==> src/rtl/elastic_group_sum.sv <==
// Accumulates groups of up to GROUP input words (closed early by t0_last) into one
// zero-extended sum plus beat count, presented on a registered valid/ready output.
module elastic_group_sum #(
  parameter  int DW    = 32,
  parameter  int GROUP = 4,
  localparam int SW    = DW + $clog2(GROUP),
  localparam int CW    = $clog2(GROUP + 1)
) (
  input  logic          clk,
  input  logic          rstf,
  input  logic [DW-1:0] t0_data,
  input  logic          t0_valid,
  input  logic          t0_last,
  output logic          t0_ready,
  output logic [SW-1:0] i0_data,
  output logic [CW-1:0] i0_beats,
  output logic          i0_valid,
  input  logic          i0_ready
);

  logic [SW-1:0] acc_r;
  logic [CW-1:0] cnt_r;
  logic          accept_s;
  logic          xfer_s;
  logic          closing_s;
  logic [SW-1:0] sum_n_s;

  // Handshake decode and next-sum datapath.
  always_comb begin
    t0_ready  = ~i0_valid | i0_ready;
    accept_s  = t0_valid & t0_ready;
    xfer_s    = i0_valid & i0_ready;
    closing_s = t0_last | (cnt_r == CW'(GROUP - 1));
    if (cnt_r == {CW{1'b0}}) begin
      sum_n_s = SW'(t0_data);
    end else begin
      sum_n_s = acc_r + SW'(t0_data);
    end
  end

  // Accumulator, beat counter and output register; a partial group is dropped on reset.
  always_ff @(posedge clk or negedge rstf) begin
    if (!rstf) begin
      acc_r    <= {SW{1'b0}};
      cnt_r    <= {CW{1'b0}};
      i0_data  <= {SW{1'b0}};
      i0_beats <= {CW{1'b0}};
      i0_valid <= 1'b0;
    end else begin
      if (accept_s && closing_s) begin
        // A closing beat may coincide with the transfer of the previous result.
        i0_data  <= sum_n_s;
        i0_beats <= cnt_r + CW'(1'b1);
        i0_valid <= 1'b1;
        acc_r    <= {SW{1'b0}};
        cnt_r    <= {CW{1'b0}};
      end else if (accept_s) begin
        acc_r <= sum_n_s;
        cnt_r <= cnt_r + CW'(1'b1);
        if (xfer_s) begin
          i0_valid <= 1'b0;
        end
      end else if (xfer_s) begin
        i0_valid <= 1'b0;
      end
    end
  end

endmodule

==> config.mk <==
export PLATFORM = sky130hd
export DESIGN_NAME = elastic_group_sum
export DESIGN_NICKNAME = d
export VERILOG_FILES = /design/src/rtl/elastic_group_sum.sv
export SDC_FILE = /design/constraint.sdc
export NUM_CORES = 1
export LEC_CHECK = 0
export BUFFER_PORTS_ARGS = -buffer_cell sky130_fd_sc_hd__clkbuf_2
export CORE_MARGIN = 1
export CORE_UTILIZATION = 62
export DETAILED_ROUTE_END_ITERATION = 6
export GPL_TIMING_DRIVEN = 0
export HOLD_SLACK_MARGIN = 0.15
export PLACE_DENSITY = 0.89
export SYNTH_ARGS = -nofsm -noshare
export SYNTH_HDL_FRONTEND = slang
export SYNTH_SLANG_ARGS = --single-unit
==> constraint.sdc <==
create_clock -name clk -period 4.7 [get_ports clk]
set_clock_uncertainty 0.05 [all_clocks]
set_input_delay 0.235 -clock clk [delete_from_list [all_inputs] [get_ports clk]]
set_output_delay 0.235 -clock clk [all_outputs]
set_load 0.01 [all_outputs]
[Word level (Yosys, flattened, before mapping)]
Cells that the tools add are included.
Cells by class
  equal/unequal tests: 1
  reduce and logical (&&, ||, !) cells: 4
  bitwise operators: 5
  multiplexer cells: 7
  $add $sub $neg: 2
Operators with widths (number)
  $mux W34: 3
  $add A34 B32 Y34: 1
  $mux W3: 2
  $reduce_bool A2 Y1: 2
  $add A3 B1 Y3 const B: 1
  $eq A3 B2 Y1 const B: 1
  $logic_not A3 Y1: 1
  $and A1 B1 Y1: 2
  $mux W1: 2
  $or A1 B1 Y1: 2
  $logic_and A1 B1 Y1: 1
  $not A1 Y1: 1
Word-level totals
  output and inout bits: 39
  register bits after elaboration: 75
  bits of input ports: 37
  word-level logic and storage cells: 24

[Logic depth before layout (Yosys ltp)]
Gate-level depths: netlist (run 1).
  word-level depth: 5
  mapped depth: 12

[Least setup slack after synthesis (run 1)]
OpenSTA, ideal clock, no wires.
  path type: register to register
  start: reg acc_r[0]
  end: reg acc_r[30]
  buffers on the path: 0
  required time: 4.523 ns
  arrival time: 2.628 ns
  stages on the path, launching flop included: 13
  path slack: 1.895 ns
  path through: dfrtp_1 ha_1 inv_1 fa_1 and2b_2 o2111ai_2 a21oi_2 o21ai_2 a31oi_4 a31oi_4 o31ai_2 xor2_1 a221o_2
Between the ends
  cells in the longest elaborated chain, start to end: 4
RTL lines
  start, declared: line 21  | logic [SW-1:0] acc_r;
  start signal, assigned: line 44  | acc_r <= {SW{1'b0}};
  start signal, assigned: line 55  | acc_r <= {SW{1'b0}};
  start signal, assigned: line 58  | acc_r <= sum_n_s;
  $add A34 B32 Y34: line 37  | sum_n_s = acc_r + SW'(t0_data);
  $mux W34: line 34  | if (cnt_r == {CW{1'b0}}) begin
  $mux W34: line 57  | end else if (accept_s) begin
  $mux W34: line 50  | if (accept_s && closing_s) begin
No other way between the ends. The select of a mux whose other input is x is not followed.
A chain may end at the register's enable or synchronous reset.

[Worst setup path after layout (run 1)]
Ends and elaborated chain as after synthesis.

==> results of run 1 <==
critical path: cells and delay by family (launching register included):
kind | cells | cell delay [ps]
AO/OA/AOI/OAI | 7 | 1700
adder cells (fa/ha/maj) | 2 | 580
flip-flops | 1 | 390
AND/OR/NAND/NOR | 1 | 250
XOR/XNOR | 1 | 140
buffers and inverters | 1 | 70
worst paths after layout:
kind,end,slack [ps],cells past startpoint,start
max reg2reg,acc_r[30],1380,12,acc_r[0]
min,acc_r[26],160,3,t0_data[26]
min in group asynchronous,i0_data[1],340,2,rstf
max,acc_r[30],1380,12,acc_r[0]
min reg2reg,i0_data[29],430,2,i0_data[29]
max in group asynchronous,acc_r[22],3670,3,rstf
metrics by stage:
step,power (mW),util [%],instances,area (um^2)
after floorplan,2.140,-,548,4841
final,3.091,74.90,740,5549
after global routing,3.323,74.90,740,5549
after detailed placement,2.606,72.39,723,5363
after CTS,3.073,74.90,740,5549
after global placement,2.540,72.08,722,5340
metal layers:
metal  global-route usage, %  routed length (um)  vias up
met5                       0                   0        -
met4                   11.02                 304        0
met3                   4.798                 795       31
met2                   51.46                5867      177
met1                   43.42                5541     2163
li1                        -                   -     2128
power by group through the flow:
stage	registers (mW)	clock network [mW]	logic [mW]
4_1_cts	1.01	0.464	1.60
3_5_place_dp	1.02	0	1.58
2_1_floorplan	1.06	0	1.08
6_report	1.01	0.460	1.62
5_1_grt	1.04	0.493	1.79
3_3_place_gp	1.01	0	1.53
cells by family (layout without fill, tap and decap cells):
logic type	Yosys count	count (layout)	synth area share (%)
AO/OA/AOI/OAI	201	201	25.54
AND/OR/NAND/NOR	159	159	14.40
flip-flops	75	75	38.77
buffers and inverters	38	131	4.497
adder cells (fa/ha/maj)	36	36	9.460
XOR/XNOR	28	28	5.066
multiplexers	11	11	2.275
cell usage in the layout, fill, tap and decap left out, drive strengths merged, types with 2 or more instances in the layout:
cell type and instances:
clkbuf 107, o21ai 103, nand2 98, dfrtp 75, a21oi 38, ha 35, nor2 21, xnor2 19
a21o 17, inv 12, mux2i 11, xor2 9, nand4 8, a211oi 7, nand2b 5, nor2b 5
o21a 5, o21bai 5, and3 5, nor3 5, nand3 5, a31oi 5, clkinv 5, o211ai 4
buf 4, o2111ai 3, o31ai 3, or3 2, a32oi 2, a22o 2, a2bb2oi 2, or2 2
synth_stat cells (all sizes together) (2+ instances only):
master     n  area share (%)
a32oi      2            0.36
nor3       5            0.52
nor2      21             1.6
buf        3            0.41
or3        2            0.31
o21ai    103              11
dfrtp     75              39
a21oi     38             4.1
a31oi      5             1.3
xnor2     19             3.4
o211ai     4            0.62
nand2     98             7.6
and3       5            0.65
a21o      17             2.7
o21bai     5            0.78
nand2b     5            0.65
inv       11            0.85
or2        2            0.26
a2bb2oi    2            0.36
nand4      8             1.0
o21a       5            0.78
nor2b      5            0.65
mux2i     11             2.3
o2111ai    3            0.67
a22o       2            0.36
nand3      5            0.62
a211oi     7             1.3
clkbuf    23             2.8
o31ai      3            0.57
xor2       9             1.6
ha        35             9.0
sequential cells by signal, summed over array words and instances (netlist names):
register	flops
i0_data	34
i0_beats	3
cnt_r	3
acc_r	34
i0_valid	1
final cells by class:
class / count / area, um^2 / area share, %
Clock inverter: 7 / 52.55 / 0.9470
Clock buffer: 9 / 123.9 / 2.232
Inverter: 11 / 41.29 / 0.7441
Tap cell: 99 / 123.9 / 2.232
Buffer: 27 / 176.4 / 3.179
Sequential cell: 75 / 1877 / 33.82
Timing Repair Buffer: 77 / 407.9 / 7.351
Multi-Input combinational cell: 435 / 2746 / 49.49
==> impl_metrics.json, run 1 <==
{
  "n_fill_cell": 543,
  "rsz0062_at_grt": "no",
  "viasPerCell": 6.080,
  "syn_area_per_cell_um2": 8.834,
  "cp_common_cell": "a31oi_4",
  "clock_path_buffers": 2,
  "synth_flop_cell": "dfrtp_1",
  "pwr-share-comb_pct": 52.4,
  "h-tree-depth": 3,
  "wl_per_cell_um": 16.90,
  "area_growth_pct": 14.63,
  "hold_buffers": 1,
  "hold_violations": 0,
  "hold_path_class": "primary input to register",
  "ys_types": 55,
  "start_util_pct": 65.34,
  "status": "finished, final reports clean",
  "crit_type": "register to register",
  "switching_share_pct": 43.90,
  "clock.fmax_mhz": 300.9,
  "pwr_density_cell_nw_per_um2": 557.1,
  "crit_path_max_incr_delay_ps": 390,
  "clkPwrFrac_pct": 14.9,
  "finalWorstSetupSlack_ps": 1377,
  "critPathRequiredTime_ps": 4880,
  "grt_pass1_vias": 4346,
  "cp-start-kind": "register",
  "drc": 0,
  "yosysSeqAreaShare_pct": 38.77,
  "maxCapViolCount": 0,
  "crit_path_top_delay_cell": "dfrtp_1",
  "clkSlewWorstSetupHoldPaths_ps": 90,
  "drt-total-wl_mm": 12.51,
  "slew_headroom_pct": 48.95,
  "n_antenna_cell": 0,
  "syn_inst": 548,
  "ys_seq_elements": 75,
  "worstPathArrival_ps": 3510,
  "syn-num-nets": 621,
  "gp_congestion": 0.8594,
  "async_flop_share_pct": 100.0,
  "nets": 709,
  "cts_tree": "done",
  "drive_gt1_share_pct": 18.25,
  "core_area_um2": 7408,
  "leakage_nw": 2.684,
  "slew_violations": 0,
  "fin_crit_sh_pct": 70.70,
  "numCtsBuffers": 9,
  "path_cells": "ha_1, inv_1, fa_1, and2b_2, o2111ai_2, a21oi_2, o21ai_2, a31oi_4, a31oi_4, o31ai_2, xor2_1, a221o_2",
  "grt_pass1_wl_mm": 20.80,
  "path_max_fanout": 4,
  "synth-edff-count": 0,
  "ys_warn_count": 0,
  "grt_max_degree": 43,
  "worst_setup_path_end_kind": "register",
  "period_minus_slack_ps": 3323,
  "vias": 4499,
  "internal_power_mw": 1.734,
  "rows": 31,
  "postCtsResizedCells": 0,
  "grt_antenna_before_repair": 0,
  "cts_sinks": 75,
  "dp_hpwl_mm": 9.238,
  "post-place-ws_ps": 1526,
  "power_frac_seq_pct": 32.7,
  "port_buffers": 75,
  "synth_area_um2": 4841,
  "drt_pass1_iterations": 4,
  "postCtsSetupBuffers": 0,
  "overflow": 0,
  "die_w_um": 90.36,
  "postRouteAntennaNets": 0,
  "ir_worst_vdd_mv": 0.2679,
  "drt_iter0_markers": 259,
  "fin_setup_tns_ps": 0,
  "design.portCount": 76,
  "root_buffer": "clkbuf_8",
  "dieArea_um2": 8165,
  "clkLatencyLatePin_ps": 360,
  "grt_usage_pct": 31.73,
  "dieHeight_um": 90.36,
  "finalSetupViolCount": 0,
  "whs_ps": 162.5,
  "p_sw_mw": 1.357,
  "worst_pin_slew_ps": 759.9
}
Note: power is estimated with default switching activity, not from simulation.
==> run 2, diff against run 1 <==
--- a/config.mk
+++ b/config.mk
@@ -5,13 +5,14 @@
 export SDC_FILE = /design/constraint.sdc
 export NUM_CORES = 1
 export LEC_CHECK = 0
+export ABC_AREA = 1
 export BUFFER_PORTS_ARGS = -buffer_cell sky130_fd_sc_hd__clkbuf_2
 export CORE_MARGIN = 1
-export CORE_UTILIZATION = 62
+export CORE_UTILIZATION = 59
 export DETAILED_ROUTE_END_ITERATION = 6
 export GPL_TIMING_DRIVEN = 0
 export HOLD_SLACK_MARGIN = 0.15
-export PLACE_DENSITY = 0.89
+export PLACE_DENSITY = 0.84
 export SYNTH_ARGS = -nofsm -noshare
 export SYNTH_HDL_FRONTEND = slang
 export SYNTH_SLANG_ARGS = --single-unit
==> constraint.sdc (replaced) <==
create_clock -name clk -period 3.2 [get_ports clk]
set_clock_uncertainty 0.05 [all_clocks]
set_input_delay 0.16 -clock clk [delete_from_list [all_inputs] [get_ports clk]]
set_output_delay 0.16 -clock clk [all_outputs]
set_load 0.01 [all_outputs]
==> impl_metrics.json, run 2 <==
{
  "synth_top_area_share_pct": 32.71,
  "period_minus_slack_ps": 2520,
  "cts_tree": "done",
  "yosysSeqAreaShare_pct": 32.71,
  "syn_inst": 885,
  "status": "finished, final reports clean",
  "fin_crit_sh_pct": 78.74,
  "drc": 0,
  "ir_worst_vdd_mv": 0.4940,
  "ys_seq_elements": 75,
  "finalSetupViolCount": 0,
  "die_w_um": 100.6,
  "n_antenna_cell": 0,
  "h-tree-depth": 3,
  "design.portCount": 76,
  "syn_area_per_cell_um2": 6.484,
  "rows": 35,
  "port_buffers": 75,
  "numCtsBuffers": 9,
  "grt_antenna_before_repair": 0,
  "syn-num-nets": 958,
  "hold_path_class": "primary input to register",
  "regArea_um2": 1877,
  "area_growth_pct": 18.27,
  "slew_violations": 0,
  "yosysMostFrequentCell": "nand2_1",
  "dieArea_um2": 10120,
  "pwr_density_cell_nw_per_um2": 733.7,
  "grt_pass1_vias": 5626,
  "worst_setup_path_end_kind": "register",
  "synth-edff-count": 0,
  "synth_area_um2": 5738,
  "ys_types": 36,
  "clkLatencyLatePin_ps": 370,
  "cts_sinks": 75,
  "core_area_um2": 9328,
  "drt-total-wl_mm": 16.28,
  "grt_usage_pct": 34.44,
  "ys_warn_count": 0,
  "top_regs": "acc_r: 34 flops, i0_data: 34 flops",
  "dieHeight_um": 100.6,
  "n_fill_cell": 782,
  "critPathRequiredTime_ps": 3400,
  "drive_gt1_share_pct": 14.44,
  "slew_headroom_pct": 60.21,
  "crit_type": "primary input to register",
  "nets": 1072,
  "grt_max_degree": 53,
  "hold_violations": 0,
  "leakage_nw": 4.074,
  "vias": 5995,
  "clock_path_buffers": 2,
  "worst_pin_slew_ps": 596.9,
  "maxCapViolCount": 0,
  "worstPathArrival_ps": 2720,
  "rsz0062_at_grt": "no",
  "viasPerCell": 5.291,
  "async_flop_share_pct": 100.0,
  "postRouteAntennaNets": 0,
  "synthTopCellsByCount": "355 x nand2_1, 139 x inv_1, 77 x nand3_1, 75 x dfrtp_1, 36 x nor2_1",
  "clock.fmax_mhz": 396.9,
  "multi_input_area_um2": 3239,
  "layout_common_cells": "355 x nand2_1, 139 x inv_1, 77 x nand3_1",
  "synth_flop_cell": "dfrtp_1",
  "grt_pass1_wl_mm": 26.74,
  "root_buffer": "clkbuf_8",
  "drt_iter0_markers": 415,
  "layout_commonest_cell": "nand2_1",
  "yosysTopAreaCell": "dfrtp_1",
  "cp-start-kind": "primary input",
  "drt_pass1_iterations": 5,
  "gp_congestion": 0.9685,
  "start_util_pct": 61.52,
  "path_max_fanout": 3,
  "final_core_util_pct": 72.76,
  "clkSlewWorstSetupHoldPaths_ps": 110,
  "overflow": 0,
  "fin_setup_tns_ps": 0,
  "wl_per_cell_um": 14.37,
  "synth_top_cells_by_area": "dfrtp_1 33%, nand2_1 23%, inv_1 9.1%",
  "dp_hpwl_mm": 12.36
}
[run 2: cell count changes after synthesis, sizes merged, moves of 15 or more]
| cell | delta |
|---|---|
| nand2 | +269 |
| o21ai | -62 |
| xnor2 | -17 |
| a21o | -15 |
| inv | +132 |
| nand3 | +76 |
| nor2 | +18 |
[run 2: cell families after synthesis]
group                    share of synthesized area, %
AND/OR/NAND/NOR                                 38.29
buffers and inverters                           10.84
AO/OA/AOI/OAI                                   8.090
flip-flops                                      32.71
adder cells (fa/ha/maj)                         7.981
XOR/XNOR                                        1.221
multiplexers                                   0.8723
[run 2: worst paths after layout]
| kind | slack (ps) | end | cells past startpoint | from |
|---|---|---|---|---|
| max in group asynchronous | 2310 | acc_r[31] | 3 | rstf |
| min in group asynchronous | 220 | i0_data[12] | 2 | rstf |
| max reg2reg | 760 | i0_data[16] | 15 | acc_r[0] |
| min | 150 | i0_data[12] | 3 | t0_data[12] |
| max | 680 | i0_data[16] | 17 | t0_data[0] |
| min reg2reg | 440 | i0_data[23] | 2 | i0_data[23] |
[run 2: what timing repair did]
action / in CTS / in global routing
hold buffers: 27 / 0
buffers inserted: 0 / 0
gates resized for setup: 0 / 0
hold endpoints to repair: 116 / 0
[run 2: worst max-delay path, stage by stage]
cell,delay (ps)
dlygate4sd3_1,530
clkbuf_2,120
ha_1,210
inv_1,80
fa_1,420
inv_1,130
nand3_1,80
nand3_1,160
nand2_1,80
nand2_1,130
nand2_1,100
nand2_2,100
nand2_1,60
nand3_1,120
nand2_1,120
nand2_1,90
nand2_1,50
[run 2: metrics by stage]
| step | hold WS (ps) | std cells | setup WS [ps] | power, mW | instance area, um^2 |
|---|---|---|---|---|---|
| floorplan | -185.6 | 885 | 1256 | 3.250 | 5738 |
| global placement | 411.7 | 1089 | 864.5 | 3.995 | 6275 |
| detailed placement | 71.86 | 1090 | 847.9 | 4.051 | 6305 |
| CTS | 155.8 | 1133 | 743.1 | 4.907 | 6787 |
| global route | 171.8 | 1133 | 430.1 | 5.357 | 6787 |
| finish | 147.3 | 1133 | 680.4 | 4.979 | 6787 |
[run 2: routing by layer]
layer  routed length (um)  GRT usage, %
met1                 7590         50.81
met2                 6959         51.48
met3                 1390         6.103
met4                  344         10.81
met5                    0             0
[run 2: where the power goes]
part	internal [mW]	switching, mW
clock	0.383	0.434
combinational	0.939	1.76
sequential	1.27	0.189
[run 2: area by class of cell]
class / instances / area share (%)
Inverter: 143 / 7.909
Timing Repair Buffer: 103 / 9.956
Buffer: 20 / 1.254
Tap cell: 129 / 2.378
Multi-Input combinational cell: 647 / 47.73
Clock buffer: 9 / 1.825
Clock inverter: 7 / 1.291
Sequential cell: 75 / 27.65
